--- config.mk ---
export PLATFORM = sky130hd
export DESIGN_NAME = mac_array_seq_flat
export DESIGN_NICKNAME = d
export VERILOG_FILES = /design/src/rtl/mac_array_seq_if.sv /design/src/rtl/mac_array_seq.sv /design/src/flat_wrapper.sv
export SDC_FILE = /design/constraint.sdc
export NUM_CORES = 1
export LEC_CHECK = 0
export CELL_PAD_IN_SITES_DETAIL_PLACEMENT = 1
export CELL_PAD_IN_SITES_GLOBAL_PLACEMENT = 1
export CORE_MARGIN = 3
export CORE_UTILIZATION = 40
export CTS_CLUSTER_SIZE = 16
export DETAILED_ROUTE_END_ITERATION = 6
export PLACE_DENSITY_LB_ADDON = 0.08
export SLEW_MARGIN = 20
export SYNTH_ARGS = -nofsm -noshare
export SYNTH_HDL_FRONTEND = slang
export SYNTH_SLANG_ARGS = --single-unit
--- constraint.sdc ---
create_clock -name clk -period 2.3 [get_ports clk]
set_clock_uncertainty 0.15 [all_clocks]
set_input_delay 0.46 -clock clk [delete_from_list [all_inputs] [get_ports clk]]
set_output_delay 0.46 -clock clk [all_outputs]
set_load 0.02 [all_outputs]
--- src/rtl/mac_array_seq_if.sv ---
// Job-control and FIFO handshake bundle between the MAC array sequencer
// and its surrounding FIFOs / host.
interface mac_array_seq_if #(
  parameter int len_bw = 8
);
  logic              start;
  logic              sel_mode;
  logic [len_bw-1:0] k_len;
  logic              l0_empty;
  logic              w_empty;
  logic              ofifo_afull;
  logic [1:0]        inst_w;
  logic              l0_rd;
  logic              w_rd;
  logic              ofifo_wr;
  logic              busy;
  logic              done;
  logic [15:0]       stall_cnt;

  modport master (
    output start, sel_mode, k_len, l0_empty, w_empty, ofifo_afull,
    input  inst_w, l0_rd, w_rd, ofifo_wr, busy, done, stall_cnt
  );

  modport slave (
    input  start, sel_mode, k_len, l0_empty, w_empty, ofifo_afull,
    output inst_w, l0_rd, w_rd, ofifo_wr, busy, done, stall_cnt
  );
endinterface

--- src/rtl/mac_array_seq.sv ---
// Sequencer for a row x col MAC tile array (weight- or output-stationary jobs).
// Define MAC_ARRAY_SEQ_PERF_CNT_EN to build the saturating stall counter.
module mac_array_seq #(
  parameter int row    = 8,
  parameter int col    = 8,
  parameter int len_bw = 8
) (
  input  logic           clk,
  input  logic           reset,
  mac_array_seq_if.slave bus
);
  localparam int DLY    = row + col - 1;
  localparam int NEED_W = $clog2(row + col) + 1;
  localparam int CNT_W  = (len_bw > NEED_W) ? len_bw : NEED_W;
  localparam logic [CNT_W-1:0] COL_C = CNT_W'(col);
  localparam logic [CNT_W-1:0] ROW_C = CNT_W'(row);
  localparam logic [CNT_W-1:0] DLY_C = CNT_W'(DLY);
  localparam logic [CNT_W-1:0] ONE_C = CNT_W'(1);

  typedef enum logic [2:0] {
    IDLE  = 3'd0,
    KLOAD = 3'd1,
    KGAP  = 3'd2,
    EXEC  = 3'd3,
    DRAIN = 3'd4,
    OREAD = 3'd5,
    DONE  = 3'd6
  } state_t;

  state_t             state_r, state_s;
  logic [CNT_W-1:0]   cnt_r, cnt_s, cnt_inc_s, klen_ext_s;
  logic [len_bw-1:0]  klen_r, klen_s;
  logic               mode_r, mode_s;
  logic [1:0]         inst_r, inst_s;
  logic               l0_rd_r, l0_rd_s;
  logic               w_rd_r, w_rd_s;
  logic               os_wr_s, ofifo_wr_r;
  logic               busy_r, done_r, done_s;
  logic               stall_s;
  logic [DLY-1:0]     sr_r;

  assign cnt_inc_s  = cnt_r + ONE_C;
  assign klen_ext_s = CNT_W'(klen_r);

  // Next-state and next-output decode; outputs are registered one cycle later.
  always_comb begin
    state_s = state_r;
    cnt_s   = cnt_r;
    klen_s  = klen_r;
    mode_s  = mode_r;
    inst_s  = 2'b00;
    l0_rd_s = 1'b0;
    w_rd_s  = 1'b0;
    os_wr_s = 1'b0;
    done_s  = 1'b0;
    stall_s = 1'b0;
    case (state_r)
      IDLE: begin
        if (bus.start) begin
          mode_s = bus.sel_mode;
          klen_s = bus.k_len;
          cnt_s  = {CNT_W{1'b0}};
          if (bus.k_len == {len_bw{1'b0}}) begin
            state_s = DONE;
          end else if (bus.sel_mode) begin
            state_s = EXEC;
          end else begin
            state_s = KLOAD;
          end
        end else begin
          state_s = IDLE;
        end
      end
      KLOAD: begin
        stall_s = bus.l0_empty;
        if (!stall_s) begin
          inst_s  = 2'b01;
          l0_rd_s = 1'b1;
          if (cnt_inc_s == COL_C) begin
            state_s = KGAP;
            cnt_s   = {CNT_W{1'b0}};
          end else begin
            cnt_s = cnt_inc_s;
          end
        end else begin
          cnt_s = cnt_r;
        end
      end
      KGAP: begin
        state_s = EXEC;
      end
      EXEC: begin
        // OS has no output traffic during EXEC, so only WS waits on ofifo space
        stall_s = bus.l0_empty | (mode_r ? bus.w_empty : bus.ofifo_afull);
        if (!stall_s) begin
          inst_s  = 2'b10;
          l0_rd_s = 1'b1;
          w_rd_s  = mode_r;
          if (cnt_inc_s == klen_ext_s) begin
            state_s = DRAIN;
            cnt_s   = {CNT_W{1'b0}};
          end else begin
            cnt_s = cnt_inc_s;
          end
        end else begin
          cnt_s = cnt_r;
        end
      end
      DRAIN: begin
        if (cnt_inc_s == DLY_C) begin
          state_s = mode_r ? OREAD : DONE;
          cnt_s   = {CNT_W{1'b0}};
        end else begin
          cnt_s = cnt_inc_s;
        end
      end
      OREAD: begin
        stall_s = bus.ofifo_afull;
        if (!stall_s) begin
          os_wr_s = 1'b1;
          if (cnt_inc_s == ROW_C) begin
            state_s = DONE;
            cnt_s   = {CNT_W{1'b0}};
          end else begin
            cnt_s = cnt_inc_s;
          end
        end else begin
          cnt_s = cnt_r;
        end
      end
      DONE: begin
        done_s  = 1'b1;
        state_s = IDLE;
      end
      default: begin
        state_s = IDLE;
      end
    endcase
  end

  // FSM state, job latches and registered array controls.
  always_ff @(posedge clk or negedge reset) begin
    if (!reset) begin
      state_r    <= IDLE;
      cnt_r      <= {CNT_W{1'b0}};
      klen_r     <= {len_bw{1'b0}};
      mode_r     <= 1'b0;
      inst_r     <= 2'b00;
      l0_rd_r    <= 1'b0;
      w_rd_r     <= 1'b0;
      ofifo_wr_r <= 1'b0;
      busy_r     <= 1'b0;
      done_r     <= 1'b0;
    end else begin
      state_r    <= state_s;
      cnt_r      <= cnt_s;
      klen_r     <= klen_s;
      mode_r     <= mode_s;
      inst_r     <= inst_s;
      l0_rd_r    <= l0_rd_s;
      w_rd_r     <= w_rd_s;
      ofifo_wr_r <= sr_r[DLY-1] | os_wr_s;
      busy_r     <= (state_s != IDLE);
      done_r     <= done_s;
    end
  end

  // WS result timing: issue-valid ripples through the array diagonal, bubbles as 0.
  always_ff @(posedge clk or negedge reset) begin
    if (!reset) begin
      sr_r <= {DLY{1'b0}};
    end else begin
      sr_r[0] <= inst_s[1] & ~mode_r;
      for (int i = 1; i < DLY; i++) begin
        sr_r[i] <= sr_r[i-1];
      end
    end
  end

`ifdef MAC_ARRAY_SEQ_PERF_CNT_EN
  logic [15:0] stall_cnt_r;

  // Saturating stall counter, cleared when a job is accepted.
  always_ff @(posedge clk or negedge reset) begin
    if (!reset) begin
      stall_cnt_r <= 16'h0000;
    end else if ((state_r == IDLE) && bus.start) begin
      stall_cnt_r <= 16'h0000;
    end else if (stall_s && (stall_cnt_r != 16'hFFFF)) begin
      stall_cnt_r <= stall_cnt_r + 16'h0001;
    end else begin
      stall_cnt_r <= stall_cnt_r;
    end
  end

  assign bus.stall_cnt = stall_cnt_r;
`else
  assign bus.stall_cnt = 16'h0000;
`endif

  assign bus.inst_w   = inst_r;
  assign bus.l0_rd    = l0_rd_r;
  assign bus.w_rd     = w_rd_r;
  assign bus.ofifo_wr = ofifo_wr_r;
  assign bus.busy     = busy_r;
  assign bus.done     = done_r;
endmodule

--- src/flat_wrapper.sv ---
// flat-port wrapper written by rule: the top's interface ports become plain ports
module mac_array_seq_flat 
#(
  parameter int row    = 8,
  parameter int col    = 8,
  parameter int len_bw = 8
)
  (clk, reset, bus_start, bus_sel_mode, bus_k_len, bus_l0_empty, bus_w_empty, bus_ofifo_afull, bus_inst_w, bus_l0_rd, bus_w_rd, bus_ofifo_wr, bus_busy, bus_done, bus_stall_cnt);
  mac_array_seq_if #(.len_bw(len_bw)) bus_i ();
  input  logic clk;
  input  logic reset;
  input wire logic [$bits(bus_i.start)-1:0] bus_start;
  input wire logic [$bits(bus_i.sel_mode)-1:0] bus_sel_mode;
  input wire logic [$bits(bus_i.k_len)-1:0] bus_k_len;
  input wire logic [$bits(bus_i.l0_empty)-1:0] bus_l0_empty;
  input wire logic [$bits(bus_i.w_empty)-1:0] bus_w_empty;
  input wire logic [$bits(bus_i.ofifo_afull)-1:0] bus_ofifo_afull;
  output wire logic [$bits(bus_i.inst_w)-1:0] bus_inst_w;
  output wire logic [$bits(bus_i.l0_rd)-1:0] bus_l0_rd;
  output wire logic [$bits(bus_i.w_rd)-1:0] bus_w_rd;
  output wire logic [$bits(bus_i.ofifo_wr)-1:0] bus_ofifo_wr;
  output wire logic [$bits(bus_i.busy)-1:0] bus_busy;
  output wire logic [$bits(bus_i.done)-1:0] bus_done;
  output wire logic [$bits(bus_i.stall_cnt)-1:0] bus_stall_cnt;
  assign bus_i.start = bus_start;
  assign bus_i.sel_mode = bus_sel_mode;
  assign bus_i.k_len = bus_k_len;
  assign bus_i.l0_empty = bus_l0_empty;
  assign bus_i.w_empty = bus_w_empty;
  assign bus_i.ofifo_afull = bus_ofifo_afull;
  assign bus_inst_w = bus_i.inst_w;
  assign bus_l0_rd = bus_i.l0_rd;
  assign bus_w_rd = bus_i.w_rd;
  assign bus_ofifo_wr = bus_i.ofifo_wr;
  assign bus_busy = bus_i.busy;
  assign bus_done = bus_i.done;
  assign bus_stall_cnt = bus_i.stall_cnt;
  mac_array_seq #(.row(row), .col(col), .len_bw(len_bw)) u_core (.clk(clk), .reset(reset), .bus(bus_i));
endmodule
==> results by group <==
Setup path
  – Worst EP required: 2.34 ns
  – Crit-path slowest cell: dfrtp_2
  – Crit Path Max Fanout: 5
  – Startpoint types: flop
  – Critical Path AT: between 2 and 2.5 ns
  – Setup crit end kind: flop
  – Worst path max stage delay: around 0.46 ns
  – CP Class: flop to flop
  – CP cell instances: inv_2, ha_4, xnor2_2, a311o_1, nor3_4, a31oi_4, o22ai_2, nand2_1

Die
  – Initial core utilization: 41.8%
  – I/O pins: 38
  – Rows: 26
  – Die Y: between 70 and 80 um
  – Core Region: 0.00514 mm^2
  – DIE WIDTH: just under 80 um
  – Die Area: 0.00629 mm^2

Timing
  – Min Hold Slack: approximately 0.2 ns
  – Setup-failing EPs final: 1
  – Fin crit share: 100%
  – Fmax: ~430 MHz
  – Min Tclk post-route: roughly 2.3 ns
  – Hold Violations, Final: 0
  – Final Worst Setup Slack: -0.00755 ns
  – Pins Over Slew Limit: 0
  – RSZ-0062 raised after global routing: true

Global route
  – First-pass GRT wire length: 8410 um
  – Initial antenna violation count: 0
  – Largest net degree at the start of global routing: between 40 and 50
  – Number of global-route vias before repair: roughly 1,700
  – GRT Util Overall: 17.4%
  – Remaining global-route overflow: 0

CTS
  – CTS tree: done
  – Sink Count: 42
  – Clock buffer depth: 2
  – CTS root buf: clkbuf_8
  – H-tree levels: 2
  – Inserted Clock Buffers: 5
  – Clock-pin slew on the worst setup and hold paths: 0.08 ns
  – Skew-Pair Late Insertion Delay: around 0.3 ns

Yosys
  – Post-synth EDFFs: 0
  – Sequential fraction of the synthesis area: approximately half
  – Count of cell types in the netlist: 50
  – Post-synth top flop: dfrtp_1
  – Synth top area cells: dfrtp_1, buf_4, nand2_1
  – Cell taking the most area after synthesis: dfrtp_1
  – Seq cells post-synth: 42
  – Synth Warn #: 0
  – Yosys top cell area share: 48.9%
  – Async set or reset register ratio after synthesis: 100%
  – Most common cell in the netlist: dfrtp_1
  – Post-synth top cells: dfrtp_1, nand2_1, buf_4
  – Syn_area_per_cell: 10.1 um^2
  – Cell area after synthesis: about 0.0022 mm^2
  – Syn Inst Count: approximately 210

Run status
  – Failing checks: negative setup slack
  – Status: complete, but fails checks

Power and ir drop
  – Worst vdd ir: about 0.64 mV
  – Power Dens Cells: about 1200 mW/mm^2
  – Switching fraction of total power: 41.5%
  – Pleak: between 1 and 1.5 nW
  – Clk pwr share: between 15 and 20%
  – Combinational power share: around 47%
  – Power, Total: about 3.2 mW
  – NetSw: 1.33 mW
  – Reg power frac: between 30% and 40%
  – P_int: ~1.9 mW

Layout
  – Nets@finish: roughly 270
  – Diode count: 0
  – P&R area growth vs syn: 25.8%
  – Fin area: 0.00271 mm^2
  – Layout cells sized above 1: between 20% and 30%
  – Fillers: 595

Flow run
  – Max cap viols: 0

Detailed routing
  – Antenna Nets Post-Route: 0
  – DRT Pass-1 Iters: 4
  – Wire per inst: 16.4 um
  – Via count: 1,613
  – Vias/cell: 5.07
  – Final wirelength: between 5000 and 6000 um
  – DRC violations left: 0
  – Initial DRC count: 54

Placed design
  – RD Place Congestion: between 0.8 and 0.9
  – DP Area: about 0.0024 mm^2
  – Number of I/O port buffers: 21
  – HPWL after detailed placement: roughly 3700 um

Hold path
  – Hold Crit Class: flop to flop
==> power by group through the flow <==
stage	clock, mW	sequential (mW)	combinational (mW)
after global routing	0.554	1.24	1.64
final	0.493	1.21	1.51
after global placement	0	1.19	1.14
after CTS	0.511	1.20	1.20
after detailed placement	0	1.20	1.18
after floorplan	0	1.12	0.891
==> metal layers <==
layer  track usage, %  wire (um)  up-vias
met5                0          0        -
met2             29.3       2720       40
met4             6.01         94        0
li1                 -          -      766
met1             22.0       2140      798
met3             4.08        261        9
==> worst max-delay path: cells and delay by family (launching register included) <==
family	cells	cell delay, ns
AO/OA/AOI/OAI	3	0.77
XOR/XNOR	1	0.13
adder cells (fa/ha/maj)	1	0.21
buffers and inverters	1	0.09
flip-flops	1	0.46
AND/OR/NAND/NOR	2	0.40
==> state kept, by name, indices dropped and copies added, names as in the netlist <==
name                 count
u_core.bus.inst_w        2
u_core.bus.ofifo_wr      1
u_core.sr_r             15
u_core.bus.l0_rd         1
u_core.klen_ext_s        8
u_core.bus.busy          1
u_core.bus.w_rd          1
u_core.mode_r            1
u_core.bus.done          1
u_core.state_r           3
u_core.cnt_r             8
==> cell type report <==
| type | instances | area (um^2) | area share [%] |
|---|---|---|---|
| well taps | 70 | 87.6 | 3.24 |
| repair buffers | 38 | 352 | 13.0 |
| clock buffers | 5 | 68.8 | 2.54 |
| multi-input cells | 152 | 1090 | 40.3 |
| clock inverters | 3 | 25.0 | 0.925 |
| flip-flops and latches | 42 | 1050 | 38.9 |
| inverters | 8 | 30.0 | 1.11 |
==> kinds of logic (layout without fill, tap and decap cells) <==
group	count (synthesis)	in the layout	share of synthesized area (%)
AO/OA/AOI/OAI	36	36	11.6
XOR/XNOR	11	11	4.48
adder cells (fa/ha/maj)	3	3	1.75
buffers and inverters	33	54	9.77
flip-flops	42	42	48.9
multiplexers	11	11	5.58
other	1	16	0.174
AND/OR/NAND/NOR	75	75	17.8
==> cells in the final DEF, fill, tap and decap left out, types with 2 or more instances in the layout <==
master,instances
mux2_2,8
dfrtp_1,41
ha_4,2
nand3_1,6
or3_1,3
and3_1,2
o21ai_2,3
a21oi_1,3
and2b_2,2
nand3_2,2
inv_1,6
conb_1,16
or4_1,2
nor3b_1,2
o211ai_1,2
nor2_1,9
o22ai_2,4
clkdlybuf4s50_1,20
inv_2,2
nand2_1,27
xnor2_1,9
o21ai_0,5
and2_1,3
nor3_1,5
a31oi_4,2
buf_4,14
o21ai_1,4
clkbuf_8,5
mux2i_1,2
==> path summary, 6_finish.rpt <==
path	start	endpoint	slack, ns	cells past startpoint
min in group asynchronous	reset	u_core.bus.inst_w[1]	0.52	3
max in group asynchronous	reset	u_core.cnt_r[0]	1.27	3
hold reg to reg	u_core.sr_r[8]	u_core.sr_r[9]	0.21	0
setup / recovery	u_core.cnt_r[0]	u_core.cnt_r[4]	-0.008	8
setup reg to reg	u_core.cnt_r[0]	u_core.cnt_r[4]	-0.008	8
hold / removal	u_core.sr_r[8]	u_core.sr_r[9]	0.21	0
==> per-stage QoR <==
stage | utilization [%] | setup TNS (ns) | setup WS, ns | cells
after floorplan | - | 0 | 0.209 | 227
after global placement | 47.3 | -0.00924 | -0.00924 | 306
after detailed placement | 47.3 | -0.257 | -0.0666 | 306
after CTS | 49.4 | 0 | 0.00647 | 315
after global routing | 52.6 | -0.807 | -0.107 | 318
final | 52.6 | -0.00755 | -0.00755 | 318
==> repair_timing <==
item                                    in CTS  in global routing
hold endpoints to repair                    42                  0
buffers inserted                             0                  4
pin swaps                                    0                 15
resized for setup                            3                 27
endpoints found under the setup margin       7                 10
hold buffers                                 1                  0
No activity file was read; power rests on OpenSTA's default activity.
